$ cat src/rtl/program_counter_if.sv
// Control/data bundle between the jump-select stage and the program counter.
// The master drives the jump target and controls; the slave returns address and halt status.
interface program_counter_if #(
    parameter int unsigned WIDTH = 16
);
    logic [WIDTH-1:0] in;
    logic             load;
    logic             inc;
    logic             stall;
    logic [WIDTH-1:0] out;
    logic             halted;

    modport master (
        output in, load, inc, stall,
        input  out, halted
    );

    modport slave (
        input  in, load, inc, stall,
        output out, halted
    );
endinterface

$ cat src/rtl/program_counter.sv
// Hack CPU program counter: hold / increment / load with priority, plus a sticky
// detector for the end-of-program tight loop (repeated jumps to the same nearby target).
module program_counter #(
    parameter int unsigned WIDTH      = 16,
    parameter int unsigned HALT_COUNT = 4
) (
    input  logic              clk,
    input  logic              reset,
    program_counter_if.slave  bus
);
    localparam logic [7:0] HALT_CNT = 8'(HALT_COUNT);

    logic [WIDTH-1:0] out_q, out_d;
    logic [WIDTH-1:0] last_target_q, last_target_d;
    logic [7:0]       repeat_cnt_q, repeat_cnt_d;
    logic             halted_q, halted_d;
    logic             tight;

    // A jump is tight when it targets the current address or the one just before it.
    assign tight = (bus.in == out_q) || (bus.in == out_q - WIDTH'(1));

    always_comb begin
        out_d         = out_q;
        last_target_d = last_target_q;
        repeat_cnt_d  = repeat_cnt_q;
        halted_d      = halted_q;
        if (!bus.stall) begin
            if (bus.load) begin
                out_d = bus.in;
                if (tight) begin
                    if (bus.in == last_target_q && repeat_cnt_q != 8'd0) begin
                        if (repeat_cnt_q < HALT_CNT)
                            repeat_cnt_d = repeat_cnt_q + 8'd1;
                    end else begin
                        last_target_d = bus.in;
                        repeat_cnt_d  = 8'd1;
                    end
                end else begin
                    repeat_cnt_d = 8'd0;
                end
                if (repeat_cnt_d == HALT_CNT)
                    halted_d = 1'b1;
            end else if (bus.inc) begin
                out_d = out_q + WIDTH'(1);
            end
        end
    end

    always_ff @(posedge clk) begin
        if (reset) begin
            out_q         <= '0;
            last_target_q <= '0;
            repeat_cnt_q  <= '0;
            halted_q      <= 1'b0;
        end else begin
            out_q         <= out_d;
            last_target_q <= last_target_d;
            repeat_cnt_q  <= repeat_cnt_d;
            halted_q      <= halted_d;
        end
    end

    assign bus.out    = out_q;
    assign bus.halted = halted_q;
endmodule

$ cat src/flat_wrapper.sv
// flat-port wrapper written by rule: the top's interface ports become plain ports
module program_counter_flat 
#(
    parameter int unsigned WIDTH      = 16,
    parameter int unsigned HALT_COUNT = 4
)
  (clk, reset, bus_in, bus_load, bus_inc, bus_stall, bus_out, bus_halted);
  program_counter_if #(.WIDTH(WIDTH)) bus_i ();
  input  logic clk;
  input  logic reset;
  input wire logic [$bits(bus_i.in)-1:0] bus_in;
  input wire logic [$bits(bus_i.load)-1:0] bus_load;
  input wire logic [$bits(bus_i.inc)-1:0] bus_inc;
  input wire logic [$bits(bus_i.stall)-1:0] bus_stall;
  output wire logic [$bits(bus_i.out)-1:0] bus_out;
  output wire logic [$bits(bus_i.halted)-1:0] bus_halted;
  assign bus_i.in = bus_in;
  assign bus_i.load = bus_load;
  assign bus_i.inc = bus_inc;
  assign bus_i.stall = bus_stall;
  assign bus_out = bus_i.out;
  assign bus_halted = bus_i.halted;
  program_counter #(.WIDTH(WIDTH), .HALT_COUNT(HALT_COUNT)) u_core (.clk(clk), .reset(reset), .bus(bus_i));
endmodule
$ cat config.mk
export PLATFORM = sky130hd
export DESIGN_NAME = program_counter_flat
export DESIGN_NICKNAME = d
export VERILOG_FILES = /design/src/rtl/program_counter_if.sv /design/src/rtl/program_counter.sv /design/src/flat_wrapper.sv
export SDC_FILE = /design/constraint.sdc
export NUM_CORES = 1
export LEC_CHECK = 0
export ABC_CLOCK_PERIOD_IN_PS = 5300
export BUFFER_PORTS_ARGS = -buffer_cell sky130_fd_sc_hd__clkbuf_2
export CORE_AREA = 4 4 84 86
export CTS_BUF_LIST = sky130_fd_sc_hd__clkbuf_4
export DETAILED_ROUTE_END_ITERATION = 10
export DIE_AREA = 0 0 88 90
export PLACE_DENSITY_LB_ADDON = 0.2
export SLEW_MARGIN = 20
export SYNTH_ARGS = -nofsm -noshare
export SYNTH_HDL_FRONTEND = slang
export SYNTH_SLANG_ARGS = --single-unit
$ cat constraint.sdc
create_clock -name clk -period 5.3 [get_ports clk]
set_input_delay 0.53 -clock clk [delete_from_list [all_inputs] [get_ports clk]]
set_output_delay 0.53 -clock clk [all_outputs]
set_load 0.01 [all_outputs]
# Yosys cells after proc, flatten, opt, wreduce, memory -nomap -nowiden
# Index checks and enable logic that the tools add are counted.
classes:
  bitwise_logic: 2
  muxes: 7
  n_addsub: 3
  magnitude_cmp: 1
  n_eq_ne: 4
  reduce_logical: 8
op_table:
  columns: ["op", "n"]
  rows:
  - ["$eq 16x16->1", 3]
  - ["$mux 8", 5]
  - ["$mux 16", 2]
  - ["$add 16x1->16 const B", 1]
  - ["$sub 16x1->16 const B", 1]
  - ["$add 8x1->8 const B", 1]
  - ["$eq 8x3->1 const B", 1]
  - ["$lt 8x3->1 const B", 1]
  - ["$reduce_bool 8->1", 1]
  - ["$reduce_and 2->1", 2]
  - ["$reduce_and 4->1", 1]
  - ["$reduce_and 3->1", 1]
  - ["$not 1->1", 2]
  - ["$reduce_bool 2->1", 1]
  - ["$logic_and 1x1->1", 1]
  - ["$logic_or 1x1->1", 1]
totals:
  regBits: 41
  inputBits: 21
  wordCells: 29
  out_inout_bits: 17

# Depth between registers and ports, before layout
logic_depth:
  depth_word: 8
  depth_mapped: 12
  ltp_nobuf: 9

# Worst setup path after synthesis
# No wires, ideal clock.
synth_timing:
  kind: "register to register"
  startpoint: "reg u_core.out_q[0], in the netlist u_core.bus.out[0]"
  endpoint: "reg u_core.last_target_q[1]"
  setup_slack_ns: 2.528
  path_stages_with_launch: 12
  arrival_time_ns: 2.634
  required_time_ns: 5.163
  setup_ns: 0.137
  path_buffers: 3
  synth_period_minus_slack_ns: 2.772
  path_cell_list: "dfxtp_1 -> buf_2 -> inv_1 -> ha_1 -> nor3b_1 -> nand3_1 -> a2111oi_0 -> o311a_1 -> buf_2 -> clkbuf_1 -> a211o_1 -> o2111ai_1"
synth_via:
  elab_chain_len: 4
  word_cells_on_any_way: 5
synth_rtl:
  columns: ["item", "line", "source"]
  rows:
  - ["start, declared", "program_counter.sv:13", "logic [WIDTH-1:0] out_q, out_d;"]
  - ["start signal, assigned", "program_counter.sv:56", "out_q <= out_d;"]
  - ["$sub 16x1->16", "program_counter.sv:20", "assign tight = (bus.in == out_q) || (bus.in == out_q - WIDTH'(1));"]
  - ["$eq 16x16->1", "program_counter.sv:20", null]
  - ["$logic_or 1x1->1 (*)", "program_counter.sv:20", null]
  - ["$reduce_and 4->1 (no source line) (*)", null, null]
  - ["end signal, assigned", "program_counter.sv:57", "last_target_q <= last_target_d;"]
  - ["end, declared", "program_counter.sv:14", "logic [WIDTH-1:0] last_target_q, last_target_d;"]
# Every way passes the cells marked *; elsewhere a longest branch is shown, timed or not.
# A chain may end at the register's enable or synchronous reset.

# Worst setup path after layout
layout_timing:
  startpoint: "reg u_core.out_q[0], in the netlist u_core.bus.out[0]"
  endpoint: "reg u_core.repeat_cnt_q[6]"
layout_via:
  elab_chain_len: 6
  word_cells_on_any_way: 7
layout_rtl:
  columns: ["item", "line", "source"]
  rows:
  - ["$sub 16x1->16", "program_counter.sv:20", null]
  - ["$eq 16x16->1", "program_counter.sv:20", null]
  - ["$logic_or 1x1->1 (*)", "program_counter.sv:20", null]
  - ["$mux 8 (*)", "program_counter.sv:30", "if (tight) begin"]
  - ["$mux 8 (*)", "program_counter.sv:28", "if (bus.load) begin"]
  - ["$mux 8 (*)", "program_counter.sv:27", "if (!bus.stall) begin"]
  - ["end signal, assigned", "program_counter.sv:58", "repeat_cnt_q <= repeat_cnt_d;"]
  - ["end, declared", "program_counter.sv:15", "logic [7:0] repeat_cnt_q, repeat_cnt_d;"]
# Every way passes the cells marked *; elsewhere a longest branch is shown, timed or not. The select of a mux whose other input is x is not followed.

==> summary.md <==
| Metric | Value |
|---|---|
| Status | finished clean |
| Fin cells | 520 |
| Num CTS Buffers | 5 |
| All-Layer GR Usage | ~22% |
| Fin Clk Skew | around 0.0084 ns |
| Nets@finish | roughly 470 |
| Hold Buf Count CTS | 0 |
| Clock power share | 28.9% |
| Met3 WL | 358 um |
| Avg Vias per Cell | 6.31 |
| Synth Register Bits | 41 |
| Sequential fraction of design power | between 40 and 50% |
| Clock slew at the register clock pins of the worst setup and hold paths | 0.14 ns |
| Int Power | slightly below 0.0005 W |
| Core footprint | 6280 um2 |
| Post-Syn Area | about 3400 um2 |
| Die W | around 90 um |
| PostCTS Resize Cnt | 0 |
| Die Span Y | approximately 90 um |
| CP max-delay cell | nor3b_1 |
| EDFF count, synth | 0 |
| FF-to-FF Start | u_core.bus.out[0] |
| CTS tree | done |
| Total gr overflow | 0 |
| Hold Path Class | reg2reg |
| Fin Setup TNS | 0 ns |
| RD Place Congestion | slightly above 0.9 |
| Synth area leaders | dfxtp_1 (24%), xor2_1 (6.8%), a211o_1 (4.4%) |
| Initial DRC count | about 270 |
| # rows | 29 |
| Comb pwr share | 25.2% |
| Setup violations, final | 0 |
| Top_reg_cell synth | dfxtp_1 |
| Antenna cell count | 0 |
| Area grow syn2layout | 7.85% |
| CTS Sinks | slightly above 40 |
| LEAKAGE | around 1.3 nW |
| Period Utilization, post-route | 59.2% |
| P_sw | 0.000242 W |
| Share of layout cells above drive strength 1 | around 16% |
| Reg-to-Reg End | u_core.repeat_cnt_q[6] |
| Synth Instances | ~440 |
| Yosys cell types | 54 |
| Clock Latency Late Sink | around 0.36 ns |
| Largest net degree at the start of global routing | just under 60 |
| VDD IR-drop max | between 100 and 150 uV |
| Initial Util | 53.6% |
| Wire length per cell | about 16 um |
| CP bufs+invs | 2 |
| Switching portion of total power | 33.1% |
| Mapped Nets | between 400 and 500 |
| Dpl cells | ~500 |
| Min-Delay Path Depth | 2 |
| Util after Layout | just under 60% |
| Vias in the first global route | ~3000 |
| Routed Antenna Nets | 0 |
| Fill count | 595 |
| R2r setup slk | 2.16 ns |
| Post-synthesis sequential area ratio | between 20 and 25% |
| Hold Violations, Final | 0 |
| Ys async rst share | 0% |
| Rel. slew slack | 43.7% |
| WP depth | 9 |
| Startpoint Class | flip-flop |
| Clk root buf | clkbuf_4 |
| PwrDens | about 200 nW/um2 |
| Total iterations of the first detailed-routing run | 5 |
| Min-Delay Startpoint | u_core.bus.halted |
| Max Fclk | around 320 MHz |
| Post-Route WL | approximately 8500 um |
| Routed via count | 3279 |
| CP top delay family | simple AND/OR/NAND/NOR gates |
| WP data required | ~5.6 ns |
| RSZ-0062 raised after global routing | no |
| DR DRC count | 0 |
| Top Metal Used | met4 |
| Slew Viols, Final | 0 |
| First-pass GRT wire length | 14200 um |
| Max-Cap Viols | 0 |
| Metal2 WL | 3920 um |
| H-tree levels | 2 |
| WS Path Type | reg2reg |
| Hold endpoint | u_core.bus.halted |
| R2r worst-path depth | 9 |
| Initial antenna violation count | 0 |
| Avg Synthesized Cell Area | about 7.7 um2 |
| Yosys top cell by area | dfxtp_1 |
| Final critical-path required period | 3.14 ns |
| DIE AREA | between 7000 and 8000 um2 |
| CP dominant cell by count | a211oi_4 |
| CP Capture Type | flip-flop |
| # Post-CTS Setup Buffers | 0 |
| Final HPWL DP | roughly 5900 um |
| Worst Tran Pin Value | 0.845 ns |
| WP data arrival | between 3 and 4 ns |
| I/O pin cnt | 38 |
| CP cell instances | inv_1 -> ha_1 -> nor3b_1 -> a31oi_1 -> or4_4 -> a211oi_4 -> buf_4 -> a211oi_4 -> nor4b_2 |
| Input/output buffers | 37 |
| Synth Warn # | 0 |
| Slowest cell delay on critical path | roughly 0.63 ns |
| Metal-1 WL | 4120 um |
| Post-synth top area share | 24.4% |
| Crit-path max FO | 34 |
| Max Root-Sink Buffers | 2 |
-- layout by cell type, fill, tap and decap left out, types with 2 or more instances in the layout --
cell type   n
nor2b_1    18
o21ai_0    12
or2_2       2
mux2_2      2
clkbuf_2   37
nor2_1     33
or4_4       2
nand4_1    21
a22oi_1     3
and4_1      3
a21oi_1    16
ha_1        4
clkinv_1    2
dfxtp_1    41
nor3_1      9
inv_1       9
o2111ai_1  17
nand2b_1   19
a211oi_1    5
clkbuf_4    5
a211o_1    17
nor4_2      4
o31ai_1     8
or4_1       4
mux2i_1     5
nand3_1    27
a31oi_1     6
a41oi_1     2
o22ai_1     2
a221oi_1    2
buf_4       5
nor4b_2     5
nor4_1     10
xnor2_1    14
a211oi_4    2
xor2_1     26
nand2_1    23
-- cells by family after synthesis --
kind of cell | synth area share (%)
xor+xnor | 10.4
buf+inv | 6.40
simple gates | 32.4
fa+ha+maj | 1.49
mux | 2.16
compound gates | 22.8
flops | 24.4
-- through the flow --
step                      hold WS [ns]  setup slack [ns]  total power (W)  instance area [um2]
after detailed placement         0.461              2.19         0.000521                 3520
final                            0.475              2.16         0.000730                 3630
after floorplan                  0.473              2.53         0.000475                 3360
after global routing             0.466              1.85         0.000771                 3630
after global placement           0.455              2.32         0.000518                 3520
after CTS                        0.462              2.17         0.000735                 3600
-- cells in the mapped netlist, drive strengths merged, types with 2 or more instances --
cell type  instances
o22ai              2
xnor2             14
nor2              35
a41oi              2
or2                2
a211o             17
and4               3
o21ai             12
o31ai              8
a221oi             2
nand4             21
mux2               2
dfxtp             41
nor2b             18
inv                9
xor2              26
clkbuf            35
or4                6
ha                 4
nor4b              6
a31oi              6
mux2i              5
a22oi              3
o2111ai           17
nor4              14
nor3               9
nand2b            19
nand2             23
nand3             27
a21oi             16
a211oi             7
buf                8
-- cell type report --
cell class | count | area (um2) | area share (%)
Tap cell | 77 | 96.3 | 2.66
Sequential cell | 41 | 821 | 22.6
Clock inverter | 3 | 41.3 | 1.14
Timing Repair Buffer | 43 | 250 | 6.90
Multi-Input combinational cell | 341 | 2340 | 64.6
Clock buffer | 5 | 37.5 | 1.03
Inverter | 10 | 37.5 | 1.03
-- power by group through the flow --
| stage | clock (W) | combinational, W | sequential [W] |
|---|---|---|---|
| 2_1_floorplan | 0 | 0.000143 | 0.000332 |
| 3_3_place_gp | 0 | 0.000177 | 0.000341 |
| 3_5_place_dp | 0 | 0.000180 | 0.000342 |
| 4_1_cts | 0.000219 | 0.000181 | 0.000335 |
| 5_1_grt | 0.000230 | 0.000203 | 0.000338 |
| 6_report | 0.000211 | 0.000184 | 0.000335 |
-- worst reg2reg max path, cell delays in order, from the launching register on --
cell      delay (ns)
dfxtp_1         0.43
inv_1           0.10
ha_1            0.24
nor3b_1         0.63
a31oi_1         0.17
or4_4           0.45
a211oi_4        0.24
buf_4           0.37
a211oi_4        0.20
nor4b_2         0.24
-- registers in the layout (all words and copies together), names as in the netlist --
signal,count
u_core.bus.out,16
u_core.last_target_q,16
u_core.repeat_cnt_q,8
u_core.bus.halted,1
-- metal layers --
metal  vias up  track usage (%)
met5         -                0
met4         0             5.75
met3        10             2.83
met2        89             33.9
met1      1552             30.9
li1       1628                -
-- worst max path at each step --
stage                      startpoint                       to  slack (ns)
floorplan           u_core.bus.out[0]  u_core.last_target_q[1]        2.53
global placement    u_core.bus.out[0]   u_core.repeat_cnt_q[5]        2.32
detailed placement  u_core.bus.out[0]   u_core.repeat_cnt_q[0]        2.19
CTS                 u_core.bus.out[0]   u_core.repeat_cnt_q[1]        2.17
global route        u_core.bus.out[0]   u_core.repeat_cnt_q[4]        1.85
finish              u_core.bus.out[0]   u_core.repeat_cnt_q[6]        2.16
Power figures use the tool's default switching activity.
